<file path="src/rtl/cacheline_adaptor.sv">
`default_nettype none
// ============================================================================
//  Module      : cacheline_adaptor
//  Description : Bridges a cache pmem port (one full line per request) to a
//                narrower physical-memory bus. A line is moved as a burst of
//                BEATS beats, and a single-cycle resp_o is returned to the
//                cache once the whole line has been transferred.
//  Revision    : 1.0 - initial release
// ============================================================================
module cacheline_adaptor #(
   parameter int LINE_W  = 256,
   parameter int BURST_W = 64,
   parameter int ADDR_W  = 32
) (
   input  logic               clk,
   input  logic               rst_n,
   // cache side
   input  logic               read_i,
   input  logic               write_i,
   input  logic [ADDR_W-1:0]  address_i,
   input  logic [LINE_W-1:0]  line_i,
   output logic [LINE_W-1:0]  line_o,
   output logic               resp_o,
   // memory side
   output logic [ADDR_W-1:0]  address_o,
   input  logic [BURST_W-1:0] burst_i,
   output logic [BURST_W-1:0] burst_o,
   output logic               read_o,
   output logic               write_o,
   input  logic               resp_i
);

   localparam int BEATS = LINE_W / BURST_W;
   localparam int CNT_W = (BEATS > 1) ? $clog2(BEATS) : 1;
   localparam int OFF_W = $clog2(LINE_W / 8);

   localparam logic [CNT_W-1:0]  LAST_BEAT = CNT_W'(BEATS - 1);
   // Clears the byte-offset bits so the burst always starts on a line boundary.
   localparam logic [ADDR_W-1:0] ADDR_MASK = ~(ADDR_W'((64'd1 << OFF_W) - 64'd1));

   typedef enum logic [1:0] {
      IDLE = 2'd0,
      RD   = 2'd1,
      WR   = 2'd2,
      DONE = 2'd3
   } state_t;

   // A line that is not a whole number of beats cannot be bursted.
   generate
      if ((LINE_W % BURST_W) != 0) begin : g_param_check
         $error("cacheline_adaptor: LINE_W must be a multiple of BURST_W");
      end
   endgenerate

   state_t              state_q, state_d;
   logic [CNT_W-1:0]    cnt_q,   cnt_d;
   logic [LINE_W-1:0]   line_q,  line_d;
   logic [ADDR_W-1:0]   addr_q,  addr_d;

   // Register update; reset drops any burst in flight without a response.
   always_ff @(posedge clk) begin
      if (!rst_n) begin
         state_q <= IDLE;
         cnt_q   <= '0;
         line_q  <= '0;
         addr_q  <= '0;
      end else begin
         state_q <= state_d;
         cnt_q   <= cnt_d;
         line_q  <= line_d;
         addr_q  <= addr_d;
      end
   end

   // Next-state, beat bookkeeping and handshake outputs.
   always_comb begin
      state_d = state_q;
      cnt_d   = cnt_q;
      line_d  = line_q;
      addr_d  = addr_q;
      read_o  = 1'b0;
      write_o = 1'b0;
      resp_o  = 1'b0;

      case (state_q)
         IDLE: begin
            // Write has priority so a dirty victim is flushed before a refill.
            if (write_i) begin
               line_d  = line_i;
               addr_d  = address_i & ADDR_MASK;
               state_d = WR;
            end else if (read_i) begin
               addr_d  = address_i & ADDR_MASK;
               state_d = RD;
            end
         end

         RD: begin
            read_o = 1'b1;
            if (resp_i) begin
               line_d[cnt_q*BURST_W +: BURST_W] = burst_i;
               if (cnt_q == LAST_BEAT) begin
                  cnt_d   = '0;
                  state_d = DONE;
               end else begin
                  cnt_d = cnt_q + 1'b1;
               end
            end
         end

         WR: begin
            write_o = 1'b1;
            if (resp_i) begin
               if (cnt_q == LAST_BEAT) begin
                  cnt_d   = '0;
                  state_d = DONE;
               end else begin
                  cnt_d = cnt_q + 1'b1;
               end
            end
         end

         DONE: begin
            // Requests still held high here are deliberately not sampled.
            resp_o  = 1'b1;
            state_d = IDLE;
         end

         default: begin
            state_d = IDLE;
         end
      endcase
   end

   assign line_o    = line_q;
   assign address_o = addr_q;
   assign burst_o   = line_q[cnt_q*BURST_W +: BURST_W];

endmodule
`default_nettype wire

</file>
<file path="config.mk">
export PLATFORM = sky130hd
export DESIGN_NAME = cacheline_adaptor
export DESIGN_NICKNAME = d
export VERILOG_FILES = /design/src/rtl/cacheline_adaptor.sv
export SDC_FILE = /design/constraint.sdc
export NUM_CORES = 1
export LEC_CHECK = 0
export CAP_MARGIN = 20
export CORE_AREA = 5 5 271 273
export DETAILED_ROUTE_END_ITERATION = 10
export DIE_AREA = 0 0 276 278
export SLEW_MARGIN = 10
export SYNTH_ARGS = -nofsm -noshare
export SYNTH_HDL_FRONTEND = slang
export SYNTH_SLANG_ARGS = --single-unit
</file>
<file path="constraint.sdc">
create_clock -name clk -period 4.3 [get_ports clk]
set_input_delay 1.075 -clock clk [delete_from_list [all_inputs] [get_ports clk]]
set_output_delay 1.075 -clock clk [all_outputs]
set_load 0.005 [all_outputs]
</file>
After elaboration in Yosys (flattened, before gate mapping)
Cells that the tools add are included.
Word-level totals
  bits in latches: 0
  input bits: 357
  ROM bits: 0
  memory bits (writable): 0
  logic and storage cells: 41
  register bits: 292
  memories: 0
Cells by class
  bitwise gates (word level): 0
  multipliers: 0
  shift-type cells: 3
  divide/modulo/power cells: 0
  equality and inequality tests: 9
  reduce and logical (&&, ||, !) cells: 8
  $add $sub $neg: 2
  muxes and demuxes: 15
  $lt $le $gt $ge: 0
Operator list (number)
  $mux W256: 2
  $pmux W256 S2: 1
  $bwmux W256: 1
  $shift A64 B34 Y256 const A: 1
  $shiftx A256 B9 Y64: 1
  $shiftx A64 B34 Y256: 1
  $mux W32: 2
  $neg A8 Y34: 1
  $mux W2: 5
  $eq A2 B2 Y1 const B: 3
  $pmux W2 S3: 1
  $reduce_and A3 Y1: 2
  $ne A2 B1 Y1 const B: 2
  $ne A2 B2 Y1 const B: 2
  $reduce_and A2 Y1: 2
  $reduce_bool A2 Y1: 2
  $mux W1: 3
  $ne A3 B3 Y1 const B: 1
  $add A2 B1 Y2 const B: 1
  $eq A2 B1 Y1 const B: 1
  $logic_not A2 Y1: 1
  $reduce_or A2 Y1: 1

Depth between registers and ports, before layout
  depth after elaboration: 5
  gate-level depth with buffers: 10
  mapped depth without buffers: 5

Least setup slack after synthesis
OpenSTA, ideal clock, no wires.
  path type: register -> output
  start point: reg cnt_q[0]
  end point: out burst_o[12]
  arrival: 1.479 ns
  stages on the path, launching flop included: 5
  slack: 1.746 ns
  path through: dfxtp_1 buf_2 buf_4 buf_2 mux4_2
Between the ends
  word-level cells in the longest chain between the ends: 1
RTL lines
  from (decl): line 56  | logic [CNT_W-1:0] cnt_q, cnt_d;
  from (signal assigned): line 69  | cnt_q <= cnt_d;
  $shiftx A256 B9 Y64: line 137  | assign burst_o = line_q[cnt_q*BURST_W +: BURST_W];
  to (decl): line 27  | output logic [BURST_W-1:0] burst_o,
No other way between the ends.

Final worst setup path
Same ends and word-level chain as after synthesis.

==> impl_metrics.yaml <==
cts:
  cts_hold_buf: 0
  cts_tree: "built"
  numCtsBuffers: 35
  root_buffer: "clkbuf_16"
  clk_latency_ns: 0.53
  htreeDepth: 2
  cts_buffer_depth: 3
  clkTransAtPathRegs_ns: 0.06
  ctsResizeCount: 0
  cts.sinks: 287
  post_cts_buffers: 0
setup_path:
  r2r_slack_ns: 0.95
  crit_path_cell_trace: "buf_4 > mux4_2 > clkdlybuf4s50_1"
  regToRegEndpoint: "line_o[162]$_SDFFE_PN0P_"
  crit_slowest_cell: "dfxtp_4"
  cp_num_cells: 3
  critical_path.endpoint: "burst_o[12]"
  crit_type: "reg -> out"
  path_delay_family: "buffers and inverters"
  cp.required_ns: 3.22
  rr_startpoint: "cnt_q[0]$_SDFFE_PN0P_"
  critPathLaunch: "cnt_q[0]$_SDFFE_PN0P_"
  critPathCaptureType: "output pin"
  critPathArrivalTime_ns: 2.98
  critPathMaxStageDelay_ns: 0.92
  path_buf_inv: 2
  rr_worst_depth: 7
  worstPathMaxFanout: 36
  startpoint_type: "flop"
detailed_routing:
  vias_per_cell: 5.588
  ant_nets: 0
  routedWlPerCell_um: 26.74
  drc_errors: 0
  num_vias: 18310
  first_iter_violations: 2051
  drt-total-wl_mm: 87.64
  dr.pass1.iters: 6
sta:
  tightest_slew_ns: 1.084
  finalCritPeriodShare_pct: 94.30
  fin_skew_ns: 0.007097
  hold_viol_final: 0
  setup_viol: 0
  setup_tns_ns: 0
  fmaxAchievable_mhz: 246.6
  slew_viol_final: 0
  relSlewSlack_pct: 27.76
  holdWs_ns: 0.4577
  period_minus_slack_ns: 4.055
  rsz0062_at_grt: "false"
floorplan:
  die_h_um: 278
  std_cell_rows: 98
  coreArea_um2: 70870
  initial_core_util_pct: 22.41
  die-area_um2: 76730
  io_pins: 712
  die_x_um: 276
synthesis:
  netlist_area_um2: 15880
  async_flop_share_pct: 0
  yosys-top-cells-area: "dfxtp_1 (36%), a311oi_1 (12%), nand2b_1 (9.9%), mux4_2 (9.1%), a21oi_1 (8.8%)"
  synth_edf_count: 0
  ys_types: 35
  yosysSeqAreaShare_pct: 36.18
  syn_inst: 1743
  yosysTopAreaCell: "dfxtp_1"
  yosysMostFrequentCell: "dfxtp_1"
  synth.top_cell.area_share_pct: 36.18
  ys_ff_latch: 287
  synth_warnings: 0
  netlist_top_cells_count: "dfxtp_1 (287), a21oi_1 (280), nand2b_1 (252)"
  synth_area_per_cell_um2: 9.111
  synth_ff_type: "dfxtp_1"
final_layout:
  syn_to_final_growth_pct: 55.89
  drive_gt1_share_pct: 9.522
  finalInstanceArea_um2: 24760
  num-fill-cells: 7174
  nets: 2662
hold_path:
  hp-class: "reg -> reg"
  min_path_cells: 2
  worstHoldStart: "address_o[9]$_SDFFE_PN0P_"
global_route:
  grt_pass1_wl_mm: 128.5
  antenna_found_initial: 13
  grt_usage_pct: 21.37
  grt_pass1_vias: 18750
  grt_max_degree: 136
  overflow: 0
outcome:
  outcome: "finished, final reports clean"
flow_run:
  cap_viol_max_count: 0
placed_design:
  port_buffers: 701
  placed_area_um2: 23630
  hpwl_mm: 60.67
  gp_congestion: 0.9368
power_and_ir_drop:
  cellLeakagePower_nw: 8.026
  power_density_nw_per_um2: 730.6
  power_mw: 18.09
  ir_worst_vdd_uv: 394.1
[state kept, by name (all words and copies together), names as in the netlist]
register and flops:
address_o 27, cnt_q 2, line_o 256, state_q 2
[cells by family after synthesis]
logic type / count (synthesis) / synth area share (%)
AO/OA/AOI/OAI: 552 / 25.02
adder cells (fa/ha/maj): 9 / 0.7091
buffers and inverters: 244 / 7.706
flip-flops: 287 / 36.18
multiplexers: 66 / 9.234
other: 1 / 0.02361
AND/OR/NAND/NOR: 584 / 21.13
[worst min-delay path by stage]
| stage | endpoint | slack [ns] |
|---|---|---|
| detailed placement | address_o[18]$_SDFFE_PN0P_ | 0.45 |
| finish | address_o[9]$_SDFFE_PN0P_ | 0.46 |
| global placement | address_o[14]$_SDFFE_PN0P_ | 0.44 |
| global route | address_o[24]$_SDFFE_PN0P_ | 0.48 |
| floorplan | address_o[10]$_SDFFE_PN0P_ | 0.45 |
| CTS | address_o[19]$_SDFFE_PN0P_ | 0.46 |
[tightest hold or removal path: cells and delay by family (launching register included)]
family          cells  cell delay [ns]
simple gates        1             0.05
flops               1             0.31
compound gates      1             0.05
[routing by layer]
layer | share of wire, % | vias up | global-route usage [%]
li1 | - | 7843 | -
met1 | 39 | 9009 | 26.96
met2 | 47 | 1233 | 35.09
met3 | 9.9 | 214 | 5.796
met4 | 4.0 | 12 | 8.106
met5 | 0.11 | - | 0
[through the flow]
step / setup WS (ns) / util (%) / instances
after detailed placement: 0.7382 / 33.34 / 3209
after global routing: 0.09460 / 34.93 / 3276
after global placement: 0.7422 / 33.34 / 3209
after floorplan: 1.746 / - / 1747
after CTS: 0.1372 / 34.91 / 3271
final: 0.2451 / 34.93 / 3277
[final cells by class]
type                            count  area, µm²  share of cell area, %
Timing Repair Buffer              751       7592                  30.67
Antenna cell                        6      15.01                0.06065
Sequential cell                   287       5753                  23.24
Inverter                            5      26.28                 0.1061
Clock buffer                       56       1057                  4.271
Clock inverter                      6      55.05                 0.2224
Tap cell                          950       1189                  4.801
Multi-Input combinational cell   1216       9069                  36.63
[cells in the final DEF, fill, tap and decap left out, types with 2 or more instances in the layout]
cell type / netlist / final
clkdlybuf4s50_1: 0 / 701
dfxtp_1: 287 / 285
a21oi_1: 280 / 280
nand2b_1: 252 / 252
a311oi_1: 223 / 223
nand4_1: 128 / 128
nand3_1: 123 / 123
mux4_2: 64 / 64
nand2_1: 62 / 62
clkbuf_16: 0 / 37
buf_4: 15 / 34
a311oi_2: 29 / 29
buf_12: 0 / 16
clkbuf_1: 94 / 13
diode_2: 0 / 6
nor2b_1: 9 / 6
o211ai_1: 6 / 6
clkbuf_8: 0 / 6
ha_4: 0 / 5
conb_1: 1 / 5
clkinv_2: 0 / 5
inv_1: 5 / 4
a21bo_4: 0 / 4
and2_4: 0 / 4
o221a_2: 4 / 4
ha_1: 9 / 4
nor2b_4: 0 / 3
o221a_1: 2 / 2
nor2_1: 2 / 2
dfxtp_4: 0 / 2
[report_power, final]
part	total, mW	switching, mW	internal (mW)
registers	5.23	1.34	3.88
logic	9.89	4.79	5.10
clock network	2.97	1.23	1.74
total	18.1	7.36	10.7
Power figures use the tool's default switching activity.
